File: src/rtl/arith_seq_if.sv
// Operand/result handshake bundle for arith_seq.
// Carries in_acc/acc_clr only when ARITH_SEQ_ACC_EN is defined.
interface arith_seq_if #(
    parameter int WIDTH = 8
);
    logic                   in_valid;
    logic                   in_ready;
    logic                   in_op;
    logic [WIDTH-1:0]       in_x;
    logic [WIDTH-1:0]       in_y;
    logic                   out_valid;
    logic                   out_ready;
    logic [2*WIDTH-1:0]     out_z;
    logic                   busy;
`ifdef ARITH_SEQ_ACC_EN
    logic                   in_acc;
    logic                   acc_clr;

    modport master (
        output in_valid, in_op, in_x, in_y, out_ready, in_acc, acc_clr,
        input  in_ready, out_valid, out_z, busy
    );

    modport slave (
        input  in_valid, in_op, in_x, in_y, out_ready, in_acc, acc_clr,
        output in_ready, out_valid, out_z, busy
    );
`else
    modport master (
        output in_valid, in_op, in_x, in_y, out_ready,
        input  in_ready, out_valid, out_z, busy
    );

    modport slave (
        input  in_valid, in_op, in_x, in_y, out_ready,
        output in_ready, out_valid, out_z, busy
    );
`endif
endinterface

File: src/rtl/arith_seq.sv
// Sequential unsigned add / shift-add multiply with valid/ready handshake.
// Define ARITH_SEQ_ACC_EN to add the result accumulator (in_acc, acc_clr).
module arith_seq #(
    parameter int WIDTH = 8
) (
    input  logic        clk,
    input  logic        rst_n,
    arith_seq_if.slave  bus
);
    localparam int ZW = 2 * WIDTH;
    localparam int CW = $clog2(WIDTH);
    localparam logic [CW-1:0] CNT_LAST = CW'(WIDTH - 1);

    typedef enum logic [1:0] {IDLE, ADD, MUL, DONE} state_t;

    state_t           state, state_n;
    logic             op_r;
    logic [WIDTH-1:0] x_r, y_r;
    logic [CW-1:0]    cnt;
    logic [ZW-1:0]    prod, prod_n, partial, z_calc, z_r;
    logic [WIDTH:0]   sum_w;
    logic             accept, done_load;

`ifdef ARITH_SEQ_ACC_EN
    logic             acc_r;
    logic [ZW-1:0]    acc, acc_sum;
    assign acc_sum = acc + z_calc;
`endif

    assign bus.in_ready  = rst_n && (state == IDLE);
    assign accept        = bus.in_valid && bus.in_ready;
    assign bus.busy      = (state != IDLE);
    assign bus.out_valid = (state == DONE);
    assign bus.out_z     = bus.out_valid ? z_r : '0;

    // One partial product per MUL cycle: x shifted by the bit position of y under test.
    assign partial = y_r[cnt] ? ({{WIDTH{1'b0}}, x_r} << cnt) : '0;
    assign prod_n  = prod + partial;
    assign sum_w   = {1'b0, x_r} + {1'b0, y_r};

    // NOTE: every output of a combinational block gets a default first; a path
    // that leaves one unassigned would infer a latch.
    always_comb begin
        state_n   = state;
        done_load = 1'b0;
        z_calc    = op_r ? prod_n : {{(WIDTH-1){1'b0}}, sum_w};
        unique case (state)
            IDLE: if (accept) state_n = bus.in_op ? MUL : ADD;
            ADD: begin
                state_n   = DONE;
                done_load = 1'b1;
            end
            MUL: if (cnt == CNT_LAST) begin
                state_n   = DONE;
                done_load = 1'b1;
            end
            DONE: if (bus.out_ready) state_n = IDLE;
            default: state_n = IDLE;
        endcase
    end

    // NOTE: sequential state uses non-blocking assignments so every register
    // samples pre-edge values regardless of statement order.
    always_ff @(posedge clk or negedge rst_n) begin
        if (!rst_n) state <= IDLE;
        else        state <= state_n;
    end

    always_ff @(posedge clk or negedge rst_n) begin
        if (!rst_n) begin
            op_r <= 1'b0;
            x_r  <= '0;
            y_r  <= '0;
            cnt  <= '0;
            prod <= '0;
            z_r  <= '0;
`ifdef ARITH_SEQ_ACC_EN
            acc_r <= 1'b0;
            acc   <= '0;
`endif
        end else begin
            if (accept) begin
                op_r <= bus.in_op;
                x_r  <= bus.in_x;
                y_r  <= bus.in_y;
                cnt  <= '0;
                prod <= '0;
`ifdef ARITH_SEQ_ACC_EN
                acc_r <= bus.in_acc;
`endif
            end
            if (state == MUL) begin
                prod <= prod_n;
                if (cnt != CNT_LAST) cnt <= cnt + CW'(1);
            end
`ifdef ARITH_SEQ_ACC_EN
            if (done_load) z_r <= acc_r ? acc_sum : z_calc;
            if (done_load && acc_r)                 acc <= acc_sum;
            else if (state == IDLE && bus.acc_clr)  acc <= '0;
`else
            if (done_load) z_r <= z_calc;
`endif
        end
    end
endmodule

File: src/flat_wrapper.sv
// flat-port wrapper written by rule: the top's interface ports become plain ports
module arith_seq_flat 
#(
    parameter int WIDTH = 8
)
  (clk, rst_n, bus_in_valid, bus_in_op, bus_in_x, bus_in_y, bus_out_ready, bus_in_ready, bus_out_valid, bus_out_z, bus_busy);
  arith_seq_if #(.WIDTH(WIDTH)) bus_i ();
  input  logic clk;
  input  logic rst_n;
  input wire logic [$bits(bus_i.in_valid)-1:0] bus_in_valid;
  input wire logic [$bits(bus_i.in_op)-1:0] bus_in_op;
  input wire logic [$bits(bus_i.in_x)-1:0] bus_in_x;
  input wire logic [$bits(bus_i.in_y)-1:0] bus_in_y;
  input wire logic [$bits(bus_i.out_ready)-1:0] bus_out_ready;
  output wire logic [$bits(bus_i.in_ready)-1:0] bus_in_ready;
  output wire logic [$bits(bus_i.out_valid)-1:0] bus_out_valid;
  output wire logic [$bits(bus_i.out_z)-1:0] bus_out_z;
  output wire logic [$bits(bus_i.busy)-1:0] bus_busy;
  assign bus_i.in_valid = bus_in_valid;
  assign bus_i.in_op = bus_in_op;
  assign bus_i.in_x = bus_in_x;
  assign bus_i.in_y = bus_in_y;
  assign bus_i.out_ready = bus_out_ready;
  assign bus_in_ready = bus_i.in_ready;
  assign bus_out_valid = bus_i.out_valid;
  assign bus_out_z = bus_i.out_z;
  assign bus_busy = bus_i.busy;
  arith_seq #(.WIDTH(WIDTH)) u_core (.clk(clk), .rst_n(rst_n), .bus(bus_i));
endmodule
File: config.mk
export PLATFORM = sky130hd
export DESIGN_NAME = arith_seq_flat
export DESIGN_NICKNAME = d
export VERILOG_FILES = /design/src/rtl/arith_seq_if.sv /design/src/rtl/arith_seq.sv /design/src/flat_wrapper.sv
export SDC_FILE = /design/constraint.sdc
export NUM_CORES = 1
export LEC_CHECK = 0
export CAP_MARGIN = 20
export CORE_ASPECT_RATIO = 0.8
export CORE_MARGIN = 4
export CORE_UTILIZATION = 50
export CTS_BUF_LIST = sky130_fd_sc_hd__clkbuf_8
export DETAILED_ROUTE_END_ITERATION = 8
export PLACE_DENSITY = 0.8
export SETUP_SLACK_MARGIN = 0.05
export SLEW_MARGIN = 5
export SYNTH_ARGS = -nofsm -noshare
export SYNTH_HDL_FRONTEND = slang
export SYNTH_SLANG_ARGS = --single-unit
File: constraint.sdc
create_clock -name clk -period 6.25 [get_ports clk]
set_input_delay 0.625 -clock clk [delete_from_list [all_inputs] [get_ports clk]]
set_output_delay 0.625 -clock clk [all_outputs]
set_load 0.01 [all_outputs]
* Word-level counts from Yosys, hierarchy flattened
Index checks and enable logic that the tools add are counted.
** Storage, ports and cells
- Register bits :: 54
- Logic and storage cells :: 43
** Cells by class
- $add $sub $neg :: 3
- $lt $le $gt $ge :: 1
- Eq/ne operators :: 8
- Shift-type cells :: 1
- Mux-type cells :: 17
- Reduce and logical (&&, ||, !) cells :: 6
** Operators with widths (count)
- $mux W16 :: 5
- $add A16 B16 Y16 :: 1
- $shl A8 B3 Y16 :: 1
- $add A8 B8 Y9 :: 1
- $mux W3 :: 3
- $mux W2 :: 4
- $pmux W2 S4 :: 1
- $eq A2 B2 Y1 const B :: 2
- $lt A3 B4 Y1 const B :: 1
- $ne A2 B1 Y1 const B :: 2
- $reduce_bool A2 Y1 :: 2
- $add A3 B1 Y3 const B :: 1
- $bmux W1 S3 :: 1
- $eq A3 B3 Y1 const B :: 1
- $ne A3 B3 Y1 const B :: 1
- $reduce_and A3 Y1 :: 1
- $eq A2 B1 Y1 const B :: 1
- $logic_and A1 B1 Y1 :: 2
- $logic_not A2 Y1 :: 1
- $mux W1 :: 2
- $ne A2 B2 Y1 const B :: 1
- $pmux W1 S2 :: 1

* Longest topological paths before layout
Gate-level depths: netlist of run 1.
- Depth after elaboration :: 6
- Mapped depth :: 15

* Worst setup path before layout of run 1
Ideal clock, no wire load.
- Path type :: register to register
- From :: register u_core.cnt[0]
- To :: register u_core.z_r[14]
- Arrival :: 3.094 ns
- Required time :: 6.126 ns
- Slack :: 3.032 ns
- Cell stages (with the launch flop) :: 14
- Buffers on the path :: 2
- Period minus slack after synthesis :: 3.218 ns
- Path through :: dfrtp_1 -> buf_2 -> mux4_2 -> nand2_1 -> and2_1 -> clkbuf_1 -> a21oi_1 -> ha_1 -> a21o_2 -> a221oi_2 -> and3_4 -> nor4bb_4 -> mux2i_1 -> a211o_1
** Between the ends
- Word-level cells in the longest chain between the ends :: 5
- Elaborated cells between the ends (all ways) :: 9
- Classes of those cells :: add/sub: 1; eq/ne: 1; shift: 1; mux: 6
** Ends and longest elaborated chain
- from (decl) :: line arith_seq.sv:19 : logic [CW-1:0] cnt;
- from (signal assigned) :: line arith_seq.sv:94 : if (cnt != CNT_LAST) cnt <= cnt + CW'(1);
- $bmux W1 S3 :: line arith_seq.sv:37 : assign partial = y_r[cnt] ? ({{WIDTH{1'b0}}, x_r} << cnt) : '0;
- $mux W1 (not written as such) :: line arith_seq.sv:37
- $mux W16 :: line arith_seq.sv:37
- $add A16 B16 Y16 :: line arith_seq.sv:38 : assign prod_n = prod + partial;
- $mux W16 :: line arith_seq.sv:46 : z_calc = op_r ? prod_n : {{(WIDTH-1){1'b0}}, sum_w};
- to (signal assigned) :: line arith_seq.sv:101 : if (done_load) z_r <= z_calc;
- to (decl) :: line arith_seq.sv:20 : logic [ZW-1:0] prod, prod_n, partial, z_calc, z_r;
Parallel ways exist; a longest one is shown, timed or not. The select of a mux whose other input is x is not followed.
A chain may end at the register's enable or synchronous reset.

* Worst setup path in the final report of run 1
- From :: register u_core.cnt[1]
- To :: register u_core.z_r[14]
Same word-level chain as after synthesis.

==> impl_metrics.tcl, run 1 <==
set metrics [dict create \
    status "complete, no violations" \
    dr.first_iter.drc_count 243 \
    synth_top_cell_by_area "dfrtp_1" \
    synth_commonest_cells "nand2_1 (55), dfrtp_1 (54), o21ai_0 (35), ha_1 (30)" \
    synth_warnings 0 \
    drtAntennaViolNets 0 \
    period_share_pct 59.39 \
    cts_tree "built" \
    cap_violations 0 \
    ys_top_cells_by_area "dfrtp_1 (35%), ha_1 (9.8%), mux2_2 (5.9%), nand2_1 (5.4%), o21ai_0 (4.6%)" \
    fin_cells 555 \
    hold_viol 0 \
    ys_ff_latch 54 \
    grt_pass1_wl_mm 14.48 \
    critPathRequiredTime_ns 6.45 \
    p_seq_share_pct 29.5 \
    post_cts_buffers 0 \
    pwr-share-comb_pct 61.7 \
    root_buffer "clkbuf_8" \
    holdCritPathClass "primary input to asynchronous set/reset pin" \
    arrival_ns 3.91 \
    seq_area_frac_synth_pct 35.43 \
    route.detailed.drc 0 \
    cpMaxStageDelayCell "dfrtp_1" \
    grt_pass1_vias 2944 \
    ir_drop_uv 240.4 \
    drv_slew 0 \
    whs_ns 0.4361 \
    slowest_delay_ns 0.74 \
    antennaDiodeCount 0 \
    place_congestion 0.9019 \
    grt_max_degree 56 \
    synthFlopType "dfrtp_1" \
    power.density_nw_per_um2 529.0 \
    dp_cells 547 \
    std_cell_rows 28 \
    initial_core_util_pct 51.59 \
    coreArea_um2 7392 \
    overflow 0 \
    dieArea_um2 9097 \
    wl_mm 8.750 \
    track_usage_pct 19.74 \
    setup_viol 0 \
    port_buffers 39 \
    path_clk_slew_ns 0.10 \
    tns_ns 0 \
    drt_first_pass_iters 4 \
    skew_ns 0.008062 \
    avgSynthCellArea_um2 9.080 \
    max_slew_margin_pct 47.36 \
    critPathTopFamily "compound AO/OA/AOI/OAI gates" \
    crit_buf_inv 0 \
    cts-resized-gates 0 \
    clock-sinks 54 \
    leakagePower_nw 1.972 \
    dp_hpwl_mm 6.660 \
    finalNetCount 502 \
    start_kind "flip-flop" \
    end_kind "flip-flop" \
    pwr-share-clk_pct 8.8 \
    synth-edff-count 0 \
    wl_per_cell_um 15.77 \
    fin_crit_ns 3.712 \
    switchingPower_mw 1.088 \
    place_area_um2 4239 \
    crit_path_max_fanout 18 \
    synth_top_area_share_pct 35.43 \
    ios 40 \
    vias 3153 \
    switching_share_pct 47.49 \
    cts_buffers 5 \
    synthesis.area_um2 3814 \
    die_h_um 86.12 \
    cts_hold_buffers 0 \
    via_per_inst 5.681 \
    clockBufferDepth 2 \
    fmax_ghz 0.2694 \
    synth_async_sr_flop_share_pct 100.0 \
    syn_inst 420 \
    ys_types 53 \
    worstPathCellList "mux4_2 -> nand2_1 -> and2_1 -> a21oi_1 -> ha_1 -> a21o_2 -> a221oi_2 -> and3_4 -> nor4bb_4 -> mux2i_1 -> a211o_1" \
    syn2layout_area_growth_pct 13.55 \
    design_area_um2 4330 \
    die_w_um 105.6 \
    internal_power_mw 1.203 \
    worst_slew_pin_slew_ns 0.7896 \
    antenna_found_initial 0 \
    drive_above_1_share_pct 9.778 \
    rsz0062_at_grt "false" \
    insertion_delay_ns 0.31 \
    synthesis.nets 473 \
    ctsHtreeMaxLevel 2 \
    post-synth-top-count-cell "nand2_1" \
    crit_type "flip-flop to flip-flop" \
]
flip-flops by register name (all words and copies together) (netlist names):
| register | count |
|---|---|
| u_core.x_r | 8 |
| u_core.y_r | 8 |
| u_core.cnt | 3 |
| u_core.op_r | 1 |
| u_core.z_r | 16 |
| u_core.state | 2 |
| u_core.prod | 16 |
power groups by stage:
stage | Sequential (mW) | Combinational (mW) | Clock [mW]
after floorplan | 0.582 | 1.13 | 0
after global placement | 0.673 | 1.34 | 0
after detailed placement | 0.680 | 1.39 | 0
after CTS | 0.673 | 1.40 | 0.207
after global routing | 0.700 | 1.58 | 0.219
final | 0.676 | 1.41 | 0.201
layer usage:
layer / part of all wire, % / GRT usage, % / vias to the layer above
met3: 7.7 / 3.837 / 5
met4: 0.40 / 3.294 / 0
li1: - / - / 1538
met1: 49 / 29.63 / 1487
met2: 42 / 30.09 / 123
met5: 0 / 0 / -
final timing paths:
| kind | startpoint | endpoint | slack (ns) | depth (start not counted) |
|---|---|---|---|---|
| max | u_core.cnt[1]$_DFF_PN0_ | u_core.z_r[14]$_DFFE_PN0P_ | 2.54 | 11 |
| min | rst_n | u_core.z_r[4]$_DFFE_PN0P_ | 0.44 | 2 |
| max reg2reg | u_core.cnt[1]$_DFF_PN0_ | u_core.z_r[14]$_DFFE_PN0P_ | 2.54 | 11 |
| min reg2reg | u_core.z_r[2]$_DFFE_PN0P_ | u_core.z_r[2]$_DFFE_PN0P_ | 0.48 | 2 |
| max in group asynchronous | rst_n | u_core.y_r[2]$_DFFE_PN0P_ | 5.34 | 2 |
| min in group clk | u_core.z_r[2]$_DFFE_PN0P_ | u_core.z_r[2]$_DFFE_PN0P_ | 0.48 | 2 |
placed cells by master (no fill, tap or decap), types with 4 or more instances in the layout:
| master | n |
|---|---|
| a211oi_1 | 4 |
| a21o_1 | 6 |
| a21oi_1 | 28 |
| a31oi_1 | 4 |
| and2_1 | 24 |
| and3_1 | 6 |
| clkbuf_8 | 6 |
| clkdlybuf4s50_1 | 38 |
| dfrtp_1 | 54 |
| ha_1 | 30 |
| inv_1 | 13 |
| mux2_2 | 20 |
| mux2i_1 | 8 |
| nand2_1 | 55 |
| nand2b_1 | 5 |
| nand3_1 | 11 |
| nor2_1 | 28 |
| nor2b_1 | 5 |
| nor3_1 | 7 |
| o21ai_0 | 35 |
| o31ai_1 | 5 |
| xnor2_1 | 9 |
| xor2_1 | 6 |
per-stage QoR:
stage	worst slack [ns]	total power [mW]	util, %
floorplan	3.032	1.711	-
global route	2.324	2.500	58.58
global placement	2.771	2.016	57.35
detailed placement	2.606	2.074	57.35
CTS	2.590	2.280	58.58
finish	2.538	2.291	58.58
cell families (layout without fill, tap and decap cells):
family                     count (synthesis)  in the layout  share of synthesized area [%]
adders and majority gates                 32             32                          10.89
and+or+nand+nor                          152            152                          19.69
DFF                                       54             54                          35.43
muxes                                     30             30                          9.186
AOI/OAI and AO/OA                        106            106                          17.39
buffers and inverters                     31             61                          3.970
xor gates and xnor gates                  15             15                          3.445
cell type report:
type / count / area [um^2]
fillers: 642 / 3062
multi-input cells: 335 / 2311
flip-flops and latches: 54 / 1351
repair buffers: 41 / 400.4
well taps: 105 / 131.4
clock buffers: 6 / 82.58
inverters: 12 / 45.04
clock inverters: 2 / 8.758
No activity file was read; power rests on OpenSTA's default activity.
==> run 2: changes to the inputs <==
--- a/config.mk
+++ b/config.mk
@@ -11,7 +11,7 @@
 export CORE_UTILIZATION = 50
 export CTS_BUF_LIST = sky130_fd_sc_hd__clkbuf_8
 export DETAILED_ROUTE_END_ITERATION = 8
-export PLACE_DENSITY = 0.8
+export PLACE_DENSITY = 0.83
 export SETUP_SLACK_MARGIN = 0.05
 export SLEW_MARGIN = 5
 export SYNTH_ARGS = -nofsm -noshare
==> constraint.sdc (replaced) <==
create_clock -name clk -period 3.4 [get_ports clk]
set_input_delay 0.34 -clock clk [delete_from_list [all_inputs] [get_ports clk]]
set_output_delay 0.34 -clock clk [all_outputs]
set_load 0.01 [all_outputs]
==> run 2 against run 1 <==
Via count grew 2.4%. Worst setup slack got worse by 2.3 ns. Flip-flop and latch count stayed put. Core utilization rose by 1.0 points. Critical path depth grew 2. Non-clock buffer count grew 7. Clock-buffer cell count fell by 1. Register-to-register slack lost 2.3 ns. Cell count increased by 1.3%. Highest routed layer unchanged.
==> impl_metrics.tcl, run 2 (synthesis results as in run 1) <==
set metrics [dict create \
    status "complete, no violations" \
    fillers 640 \
    wl_mm 9.036 \
    max_slew_margin_pct 55.20 \
    crit_top_cell "a21oi_1" \
    power.density_nw_per_um2 984.0 \
    vias 3230 \
    period_share_pct 92.98 \
    fmax_ghz 0.3163 \
    fin_crit_ns 3.161 \
    drive_above_1_share_pct 12.04 \
    end_kind "flip-flop" \
    cts-resized-gates 0 \
    holdCritPathClass "primary input to asynchronous set/reset pin" \
    drt_first_pass_iters 5 \
    final_cell_mix "nand2_1 (55), dfrtp_1 (53), clkdlybuf4s50_1 (38)" \
    rsz0062_at_grt "false" \
    reg2reg_to "u_core.z_r[14]$_DFFE_PN0P_" \
    grt_pass1_wl_mm 15.33 \
    std_cell_rows 28 \
    grt_pass1_vias 3090 \
    reg2reg_from "u_core.cnt[1]$_DFF_PN0_" \
    cts_buffers 5 \
    antenna_found_initial 0 \
    setup_viol 0 \
    cap_violations 0 \
    tns_ns 0 \
    slowest_delay_ns 0.41 \
    hold_viol 0 \
    path_clk_slew_ns 0.10 \
    port_buffers 39 \
    critPathTopFamily "compound AO/OA/AOI/OAI gates" \
    leakagePower_nw 2.012 \
    overflow 0 \
    ios 40 \
    post_cts_buffers 0 \
    drtAntennaViolNets 0 \
    crit_path_max_fanout 17 \
    ctsHtreeMaxLevel 2 \
    ir_drop_uv 452.7 \
    reg_top3 "u_core.prod: 16 flops, u_core.z_r: 16 flops" \
    worstPathCellList "buf_4 -> mux2_2 -> nor2_1 -> a21oi_1 -> nand2_1 -> a21oi_1 -> ha_1 -> a21o_2 -> a221oi_2 -> and3_4 -> nor4bb_4 -> mux2i_1 -> a211o_1" \
    insertion_delay_ns 0.31 \
    cpMaxStageDelayCell "dfrtp_1" \
    reg2regPathDepth 13 \
    die_h_um 86.12 \
    critPathRequiredTime_ns 3.61 \
    track_usage_pct 20.87 \
    dp_hpwl_mm 6.962 \
    via_per_inst 5.747 \
    cts_hold_buffers 0 \
    skew_ns 0.009879 \
    cp.depth 13 \
    route.detailed.drc 0 \
    place_congestion 0.8995 \
    die_w_um 105.6 \
    rrSetupSlack_ns 0.24 \
    grt_max_degree 55 \
    initial_core_util_pct 51.59 \
    dr.first_iter.drc_count 208 \
    drv_slew 0 \
    root_buffer "clkbuf_8" \
    coreArea_um2 7392 \
    finalNetCount 509 \
    crit_buf_inv 1 \
    mostFrequentLayoutCell "nand2_1" \
    wl_per_cell_um 16.08 \
    dieArea_um2 9097 \
    cts_tree "built" \
    clock-sinks 54 \
    syn2layout_area_growth_pct 15.58 \
    worst_slew_pin_slew_ns 0.6719 \
    clockBufferDepth 2 \
    crit_type "flip-flop to flip-flop" \
    post-route-util_pct 59.63 \
    arrival_ns 3.37 \
    antennaDiodeCount 0 \
    start_kind "flip-flop" \
]
==> run 2: changes by cell type in the layout (fill, tap and decap cells not counted), sizes merged <==
cell	before	now
buf	3	10
clkinv	1	2
bufinv	0	1
clkbuf	6	5
inv	13	12
==> run 2: power by group <==
| part | internal, mW | switching [mW] | total [mW] |
|---|---|---|---|
| combinational | 1.18 | 1.58 | 2.76 |
| sequential | 0.922 | 0.230 | 1.15 |
| clock | 0.217 | 0.208 | 0.425 |
==> run 2: worst reg2reg max path, stage by stage, from the launching register on <==
cell      delay [ns]
dfrtp_1         0.41
buf_4           0.21
mux2_2          0.26
nor2_1          0.04
a21oi_1         0.23
nand2_1         0.10
a21oi_1         0.21
ha_1            0.32
a21o_2          0.24
a221oi_2        0.34
and3_4          0.27
nor4bb_4        0.06
mux2i_1         0.12
a211o_1         0.27
==> run 2: area by class of cell <==
cell class                      instances  area (um^2)  area share, %
Sequential cell                        54         1353          30.68
Timing Repair Buffer                   48        452.9          10.28
Clock buffer                            5        68.82          1.561
Tap cell                              105        131.4          2.980
Multi-Input combinational cell        335         2317          52.57
Clock inverter                          3        40.04         0.9083
Inverter                               12        45.04          1.022
==> run 2: stage by stage <==
step,worst slack [ns],hold slack [ns],instances,total power [mW],instance area (um^2)
finish,0.2387,0.2575,562,4.338,4408
global route,0.05102,0.3092,562,4.746,4408
CTS,0.1926,0.2914,562,4.316,4400
detailed placement,0.2059,0.4634,554,3.879,4292
global placement,0.2447,0.4553,554,3.784,4292
floorplan,0.1817,0.04441,420,3.146,3814
==> run 2: per-layer routing <==
| metal | share of wire (%) | up-vias | routed length [um] | GRT usage, % |
|---|---|---|---|---|
| met5 | 0 | - | 0 | 0 |
| met4 | 0.96 | 0 | 87 | 3.765 |
| met3 | 6.1 | 10 | 547 | 3.085 |
| met2 | 43 | 111 | 3880 | 32.35 |
| met1 | 50 | 1553 | 4521 | 31.38 |
| li1 | - | 1556 | - | - |
==> run 2: worst max path at each step <==
stage / slack, ns / end / from
finish: 0.24 / u_core.z_r[14]$_DFFE_PN0P_ / u_core.cnt[1]$_DFF_PN0_
global placement: 0.24 / u_core.z_r[14]$_DFFE_PN0P_ / u_core.cnt[0]$_DFF_PN0_
global route: 0.05 / u_core.z_r[13]$_DFFE_PN0P_ / u_core.cnt[1]$_DFF_PN0_
CTS: 0.19 / u_core.z_r[14]$_DFFE_PN0P_ / u_core.cnt[0]$_DFF_PN0_
detailed placement: 0.21 / u_core.z_r[14]$_DFFE_PN0P_ / u_core.cnt[0]$_DFF_PN0_
floorplan: 0.18 / u_core.z_r[14]$_DFFE_PN0P_ / u_core.cnt[0]$_DFF_PN0_
